File: config.mk
export PLATFORM = sky130hd
export DESIGN_NAME = gcd_req_arbiter
export DESIGN_NICKNAME = d
export VERILOG_FILES = /design/src/rtl/gcd_req_arbiter.sv
export SDC_FILE = /design/constraint.sdc
export NUM_CORES = 1
export LEC_CHECK = 0
export BUFFER_PORTS_ARGS = -buffer_cell sky130_fd_sc_hd__buf_4
export CAP_MARGIN = 20
export CORE_AREA = 3 3 195 197
export CTS_BUF_LIST = sky130_fd_sc_hd__clkbuf_8 sky130_fd_sc_hd__clkbuf_16
export DETAILED_ROUTE_END_ITERATION = 6
export DIE_AREA = 0 0 198 200
export GPL_TIMING_DRIVEN = 0
export PLACE_DENSITY = 0.49
export SLEW_MARGIN = 5
export SYNTH_ARGS = -nofsm -noshare
export SYNTH_HDL_FRONTEND = slang
export SYNTH_SLANG_ARGS = --single-unit
File: constraint.sdc
create_clock -name clk_i -period 2.99 [get_ports clk_i]
set_clock_uncertainty 0.15 [all_clocks]
set_input_delay 0.4485 -clock clk_i [delete_from_list [all_inputs] [get_ports clk_i]]
set_output_delay 0.4485 -clock clk_i [all_outputs]
set_load 0.01 [all_outputs]
File: src/rtl/gcd_req_arbiter.sv
// gcd_req_arbiter: round-robin front end sharing one iterative GCD unit among NREQ requesters
module gcd_req_arbiter #(
  parameter int NREQ    = 4,
  parameter int WIDTH   = 41,
  parameter int TIMEOUT = 1024,
  parameter int GUARD   = 2
) (
  input  logic                     clk_i,
  input  logic                     reset_i,
  input  logic [NREQ-1:0]          req_valid_i,
  input  logic [NREQ*WIDTH-1:0]    req_a_i,
  input  logic [NREQ*WIDTH-1:0]    req_b_i,
  output logic [NREQ-1:0]          req_ready_o,
  output logic                     resp_valid_o,
  input  logic                     resp_ready_i,
  output logic [$clog2(NREQ)-1:0]  resp_id_o,
  output logic [WIDTH-1:0]         resp_res_o,
  output logic                     resp_timeout_o,
  output logic                     unit_start_o,
  output logic [WIDTH-1:0]         unit_a_o,
  output logic [WIDTH-1:0]         unit_b_o,
  output logic                     unit_reset_o,
  input  logic [WIDTH-1:0]         unit_res_i,
  input  logic                     unit_done_i
);
  localparam int IW = $clog2(NREQ);
  localparam int CW = $clog2(TIMEOUT + GUARD + 1);
  typedef enum logic [2:0] {S_IDLE, S_ISSUE, S_GUARD, S_WAIT, S_RESP} state_t;
  state_t            state_q, state_d;
  logic [IW-1:0]     rr_ptr_q, rr_ptr_d, resp_id_q, resp_id_d, grant, idx;
  logic              found, resp_timeout_q, resp_timeout_d, abort_q, abort_d;
  logic [CW-1:0]     cnt_q, cnt_d;
  logic [WIDTH-1:0]  unit_a_q, unit_a_d, unit_b_q, unit_b_d, resp_res_q, resp_res_d;
  // Scan from farthest to nearest so the requester right after rr_ptr wins
  always_comb begin
    grant = '0;
    found = 1'b0;
    idx   = '0;
    for (int k = NREQ; k >= 1; k--) begin
      idx = IW'((int'(rr_ptr_q) + k) % NREQ);
      if (req_valid_i[idx]) begin
        grant = idx;
        found = 1'b1;
      end
    end
  end
  always_comb begin
    state_d        = state_q;
    rr_ptr_d       = rr_ptr_q;
    cnt_d          = cnt_q;
    unit_a_d       = unit_a_q;
    unit_b_d       = unit_b_q;
    resp_id_d      = resp_id_q;
    resp_res_d     = resp_res_q;
    resp_timeout_d = resp_timeout_q;
    abort_d        = 1'b0;
    case (state_q)
      S_IDLE: if (found) begin
        state_d   = S_ISSUE;
        rr_ptr_d  = grant;
        resp_id_d = grant;
        unit_a_d  = req_a_i[int'(grant)*WIDTH +: WIDTH];
        unit_b_d  = req_b_i[int'(grant)*WIDTH +: WIDTH];
      end
      S_ISSUE: begin
        state_d = S_GUARD;
        cnt_d   = '0;
      end
      // The unit still shows the previous done right after start; skip it
      S_GUARD: begin
        cnt_d   = (cnt_q == CW'(GUARD - 1)) ? '0 : cnt_q + 1'b1;
        state_d = (cnt_q == CW'(GUARD - 1)) ? S_WAIT : S_GUARD;
      end
      S_WAIT: if (unit_done_i) begin
        state_d        = S_RESP;
        resp_res_d     = unit_res_i;
        resp_timeout_d = 1'b0;
      end else if (cnt_q == CW'(TIMEOUT - 1)) begin
        state_d        = S_RESP;
        resp_res_d     = '0;
        resp_timeout_d = 1'b1;
        abort_d        = 1'b1;
      end else begin
        cnt_d = cnt_q + 1'b1;
      end
      S_RESP: state_d = resp_ready_i ? S_IDLE : S_RESP;
      default: state_d = S_IDLE;
    endcase
  end
  always_ff @(posedge clk_i) begin
    if (reset_i) begin
      state_q        <= S_IDLE;
      rr_ptr_q       <= IW'(NREQ - 1);
      cnt_q          <= '0;
      unit_a_q       <= '0;
      unit_b_q       <= '0;
      resp_id_q      <= '0;
      resp_res_q     <= '0;
      resp_timeout_q <= 1'b0;
      abort_q        <= 1'b0;
    end else begin
      state_q        <= state_d;
      rr_ptr_q       <= rr_ptr_d;
      cnt_q          <= cnt_d;
      unit_a_q       <= unit_a_d;
      unit_b_q       <= unit_b_d;
      resp_id_q      <= resp_id_d;
      resp_res_q     <= resp_res_d;
      resp_timeout_q <= resp_timeout_d;
      abort_q        <= abort_d;
    end
  end
  assign req_ready_o    = (state_q == S_IDLE && found) ? NREQ'(1) << grant : '0;
  assign resp_valid_o   = state_q == S_RESP;
  assign resp_id_o      = resp_id_q;
  assign resp_res_o     = resp_res_q;
  assign resp_timeout_o = resp_timeout_q;
  assign unit_start_o   = state_q == S_ISSUE;
  assign unit_a_o       = unit_a_q;
  assign unit_b_o       = unit_b_q;
  assign unit_reset_o   = reset_i | abort_q;
endmodule

==> results of run 1 <==
==> cell families after synthesis <==
kind of cell / synth area share (%)
multiplexers: 11.7
buffers and inverters: 6.67
adder cells (fa/ha/maj): 0.351
AO/OA/AOI/OAI: 19.1
AND/OR/NAND/NOR: 22.1
flip-flops: 40.2
==> cell usage in the layout, fill, tap and decap left out, types with 3 or more instances in the layout <==
cell type  count
a21oi_1       14
a22o_1        41
and2_1         3
buf_2         29
buf_4        517
buf_6         10
clkbuf_1      24
clkbuf_16     17
clkinv_2       4
dfxtp_1      143
inv_1         14
mux2i_1       83
nand2_1       90
nand2b_1       6
nand3_1      169
nor2_1        11
nor3_1        10
o2111ai_1     81
o21ai_0        3
o32ai_1        7
or3_1          3
==> flip-flops by register name, indices dropped and copies added, names as in the netlist <==
signal / flops
unit_b_o: 41
unit_a_o: 41
cnt_q: 11
resp_res_o: 41
abort_q: 1
state_q: 3
resp_id_o: 2
resp_timeout_o: 1
rr_ptr_q: 2
==> timing repair <==
item	in CTS	in global routing
buffers inserted	0	0
gates resized for setup	0	2
setup endpoints to repair	2	1
endpoints found under the hold margin	0	0
pin swaps	0	0
==> area by class of cell <==
| class | instances | area, sq um |
|---|---|---|
| plain buffers | 75 | 428 |
| fillers | 3873 | 24300 |
| clock buffers | 18 | 439 |
| well taps | 468 | 586 |
| flip-flops and latches | 143 | 2860 |
| inverters | 12 | 45.0 |
| clock inverters | 13 | 125 |
| diodes | 2 | 5.00 |
| repair buffers | 508 | 3810 |
| multi-input cells | 565 | 3790 |
==> worst max-delay path: stages (launching register included) <==
cell	delay, ns
dfxtp_1	0.36
and2b_1	0.23
o21ai_1	0.17
o311a_1	0.27
buf_4	0.37
nor3_1	0.13
buf_4	0.17
==> cell usage after synthesis, drive strengths merged (5+ instances only) <==
cell / count / share of area (%)
o32ai: 7 / 0.86
buf: 50 / 4.7
a21oi: 14 / 0.98
nor3: 11 / 0.93
nand2: 90 / 4.7
o2111ai: 81 / 10
mux2i: 83 / 12
o21ai: 5 / 0.40
a22o: 41 / 5.0
nor2: 13 / 1.0
nand3: 170 / 12
inv: 11 / 0.58
clkbuf: 26 / 1.4
nand2b: 6 / 0.53
dfxtp: 143 / 40
==> metrics by stage <==
stage	utilization [%]	power, W
6_report	33.2	0.00719
4_1_cts	33.2	0.00729
5_1_grt	33.2	0.00754
2_1_floorplan	-	0.00362
3_5_place_dp	31.6	0.00512
3_3_place_gp	31.6	0.00511
==> report_power, final <==
part / switching (W) / total, W / internal [W]
Combinational: 0.00143 / 0.00262 / 0.00119
Clock: 0.000906 / 0.00214 / 0.00123
Sequential: 0.000202 / 0.00242 / 0.00222
Total: 0.00254 / 0.00719 / 0.00465
==> layer usage <==
metal | track usage (%) | up-vias | part of all wire [%]
li1 | - | 4085 | -
met1 | 22.0 | 4137 | 39
met2 | 33.1 | 432 | 49
met3 | 6.23 | 43 | 8.9
met4 | 7.18 | 2 | 2.9
met5 | 0 | - | 0.032
==> worst paths after layout <==
path | from | endpoint | slack [ns] | depth (start not counted)
worst min-delay path | unit_done_i | abort_q$_SDFF_PP0_ | 0.06 | 2
worst max-delay path | rr_ptr_q[0]$_SDFFE_PP1P_ | req_ready_o[1] | 0.25 | 6
worst min register to register | unit_a_o[35]$_SDFFE_PP0P_ | unit_a_o[35]$_SDFFE_PP0P_ | 0.32 | 2
worst max register to register | rr_ptr_q[0]$_SDFFE_PP1P_ | unit_b_o[31]$_SDFFE_PP0P_ | 0.33 | 7
==> impl_metrics.py, run 1 <==
metrics = {
    "placed_design": {
        "dp_slack_ns": -0.0793,
        "placed_cells": 1772,
        "numPortBuffers": 508,
        "dp_hpwl_um": 31800,
        "placed_cell_area_sq_um": 11500,
        "place_congestion": 0.878,
    },
    "yosys": {
        "synthesis.area_sq_um": 7130,
        "synthCells": 796,
        "synth_ff_type": "dfxtp_1",
        "synth_edf_count": 0,
        "ys_warn_count": 0,
        "synth_cell_types": 54,
        "synthArstFlopShare_pct": 0,
        "synth.avg_cell_area_sq_um": 8.95,
        "ys_ff_latch": 143,
        "syn-num-nets": 1175,
        "seq_area_frac_synth_pct": 40.2,
    },
    "drt": {
        "antenna_left": 0,
        "post_drt_wl_per_cell_um": 22.2,
        "wirelength_um": 40100,
        "num_vias": 8699,
        "drtIter0Drc": 370,
        "drc_errors": 0,
        "via_per_inst": 4.82,
        "firstDrtPassIters": 5,
    },
    "sta": {
        "fmax_mhz": 365,
        "post-route-period-util_pct": 91.7,
        "period_needed_ns": 2.74,
        "slew_viol_final": 0,
        "fin_ws_ns": 0.249,
        "hold_violations": 0,
        "rsz0062_at_grt": "false",
        "worst_hold_slack_ns": 0.0600,
        "setup_tns_ns": 0,
        "worst_slew_pin_slew_ns": 0.857,
        "finalSetupViolations": 0,
        "slew-limit-headroom_pct": 42.9,
    },
    "worst_setup_path": {
        "timing_worst_setup_path_type": "reg2out",
        "critPathMaxFanout": 19,
        "crit_arrival_ns": 2.14,
        "crit_required_ns": 2.39,
        "critPathLaunchType": "flop",
        "cp-end-kind": "output port",
    },
    "die": {
        "boundaryPins": 510,
        "start_util_pct": 19.6,
        "num_rows": 70,
        "die_area_sq_um": 39600,
        "coreArea_sq_um": 36400,
        "die_width_um": 198,
        "die_h_um": 200,
    },
    "grt": {
        "antenna_found_initial": 4,
        "grt_pass1_wl_um": 56000,
        "grt_pass1_vias": 8835,
        "grt_overflow": 0,
        "grt_max_degree": 20,
        "grt_use_total_pct": 19.1,
    },
    "clocking": {
        "insertion_delay_ns": 0.44,
        "cts_root_buffer": "clkbuf_16",
        "cts_tree": "yes",
        "clk_pin_slew_ns": 0.07,
        "cts_max_path_buffers": 2,
        "hold_buffers": 0,
        "h-tree-depth": 4,
        "cts_made_buffers": 17,
        "cts_num_sinks": 143,
    },
    "run": {
        "drv_cap": 0,
    },
    "pwr": {
        "power_density_nw_per_um2": 594,
        "leakagePower_nw": 5.53,
        "vdd_drop_max_mv": 0.396,
    },
    "cells_and_area": {
        "fin_cells": 1804,
        "fin_area_sq_um": 12100,
        "drive_above_1_share_pct": 44.6,
        "area_delta_synth_final_pct": 69.7,
        "nNetsFinal": 1701,
    },
    "worst_hold_path": {
        "hp-class": "in2reg",
    },
    "outcome": {
        "status": "complete, no violations",
    },
}
No activity file was read; power rests on OpenSTA's default activity.
==> run 2, diff against run 1 <==
BUFFER_PORTS_ARGS = default   (was -buffer_cell sky130_fd_sc_hd__buf_4)
DONT_BUFFER_PORTS = 1   (was default)
PLACE_DENSITY = 0.37   (was 0.49)
SKIP_LAST_GASP = 1   (was default)
==> impl_metrics.py, run 2 (synthesized netlist as in run 1, its figures left out) <==
metrics = {
    "cells_and_area": {
        "layout_commonest_cell": "nand3_1",
        "layout_common_cells": "nand3_1, dfxtp_1, dlygate4sd3_1",
        "nNetsFinal": 1290,
        "final_core_util_pct": 25.5,
        "area_delta_synth_final_pct": 30.3,
        "drive_above_1_share_pct": 10.3,
    },
    "run": {
        "drv_cap": 0,
    },
    "clocking": {
        "h-tree-depth": 4,
        "cts_root_buffer": "clkbuf_16",
        "cts_made_buffers": 17,
        "cts_tree": "yes",
        "insertion_delay_ns": 0.44,
        "cts_max_path_buffers": 2,
        "cts_setup_buffers": 0,
        "cts_num_sinks": 143,
        "clk_pin_slew_ns": 0.07,
    },
    "worst_setup_path": {
        "timing_worst_setup_path_type": "reg2reg",
        "crit_end": "unit_b_o[22]$_SDFFE_PP0P_",
        "critPathMaxFanout": 10,
        "critPathLaunchType": "flop",
        "path_cells": "buf_6, nor3_4, or3b_4, nor2_8, buf_6, buf_6, nand3_1, o2111ai_1, dlygate4sd3_1",
        "crit_path_start": "state_q[2]$_SDFFE_PP0P_",
        "crit_arrival_ns": 3.06,
        "rrSetupSlack_ns": 0.16,
        "regToRegEndpoint": "unit_b_o[22]$_SDFFE_PP0P_",
        "slowest_stage": "dlygate4sd3_1",
        "cp-end-kind": "flop",
        "cpMostUsedCell": "buf_6",
        "r2r_cells": 9,
        "r2r-start": "state_q[2]$_SDFFE_PP0P_",
        "crit_required_ns": 3.22,
        "max_stage_delay_ns": 0.58,
    },
    "grt": {
        "antenna_found_initial": 8,
        "grt_use_total_pct": 17.5,
        "grt_pass1_wl_um": 50500,
        "grt_pass1_vias": 7364,
        "grt_max_degree": 20,
        "grt_overflow": 0,
    },
    "worst_hold_path": {
        "min_path_cells": 2,
        "hp-class": "in2reg",
    },
    "sta": {
        "period_needed_ns": 2.83,
        "setup_tns_ns": 0,
        "slew-limit-headroom_pct": 57.7,
        "hold_violations": 0,
        "worst_slew_pin_slew_ns": 0.635,
        "post-route-period-util_pct": 94.6,
        "rsz0062_at_grt": "false",
        "finalSetupViolations": 0,
        "slew_viol_final": 0,
        "fmax_mhz": 353,
    },
    "placed_design": {
        "dp_hpwl_um": 28300,
        "place_congestion": 0.810,
        "numPortBuffers": 0,
    },
    "die": {
        "die_area_sq_um": 39600,
        "coreArea_sq_um": 36400,
        "start_util_pct": 19.6,
        "die_h_um": 200,
        "num_rows": 70,
        "die_width_um": 198,
        "boundaryPins": 510,
    },
    "pwr": {
        "power_density_nw_per_um2": 707,
        "vdd_drop_max_mv": 0.400,
        "leakagePower_nw": 3.45,
    },
    "outcome": {
        "status": "complete, no violations",
    },
    "drt": {
        "firstDrtPassIters": 5,
        "via_per_inst": 5.07,
        "post_drt_wl_per_cell_um": 26.5,
        "wirelength_um": 36900,
        "drtIter0Drc": 264,
        "antenna_left": 0,
        "drc_errors": 0,
        "num_vias": 7070,
    },
}
-- run 2: power by group --
part           total (W)  switching [W]  leakage, nW  internal [W]
sequential       0.00270       0.000474         1.17       0.00222
clock            0.00218       0.000935        0.284       0.00125
combinational    0.00168        0.00104         2.00      0.000641
total            0.00656        0.00245         3.45       0.00411
-- run 2: worst max-delay path: cells and delay by family, from the launching register on --
| kind | cells | cell delay, ns |
|---|---|---|
| buf+inv | 4 | 1.18 |
| simple gates | 4 | 1.01 |
| flops | 1 | 0.31 |
| compound gates | 1 | 0.11 |
-- run 2: timing repair --
item | 4_1_cts | 5_1_grt
pin swaps | 0 | 0
gates resized for setup | 2 | 9
endpoints found under the setup margin | 4 | 8
hold buffers | 97 | 0
hold endpoints to repair | 88 | 0
-- run 2: how the worst min path moves through the flow --
stage | from | endpoint
after CTS | req_b_i[83] | unit_b_o[1]$_SDFFE_PP0P_
after detailed placement | cnt_q[10]$_SDFFE_PP0P_ | cnt_q[10]$_SDFFE_PP0P_
final | req_b_i[105] | unit_b_o[23]$_SDFFE_PP0P_
after global placement | cnt_q[10]$_SDFFE_PP0P_ | cnt_q[10]$_SDFFE_PP0P_
after floorplan | cnt_q[10]$_SDFFE_PP0P_ | cnt_q[10]$_SDFFE_PP0P_
after global routing | req_a_i[144] | unit_a_o[21]$_SDFFE_PP0P_
-- run 2: layout make-up --
class                   count  area [sq um]
inverters                  12          45.0
plain buffers              75           437
flip-flops and latches    143          2860
fillers                  3920         27200
multi-input cells         565          3790
clock buffers              18           439
well taps                 468           586
clock inverters            14           141
repair buffers             97           971
diodes                      3          7.51
-- run 2: per-layer routing --
metal	global-route usage, %	share of wire (%)	vias to the layer above
met2	30.6	50	351
met3	5.84	7.6	50
met5	0	0.092	-
li1	-	-	3263
met4	6.55	2.6	6
met1	19.8	39	3400
-- run 2: stage by stage --
stage	total power (W)	instances	setup WS, ns	area, sq um	hold slack, ns
detailed placement	0.00430	1264	0.0846	7710	0.321
global route	0.00687	1395	0.00641	9280	0.0124
floorplan	0.00362	796	0.827	7130	0.298
finish	0.00656	1395	0.161	9280	0.0314
CTS	0.00667	1392	0.0728	9270	0.000330
global placement	0.00432	1264	0.0998	7710	0.318
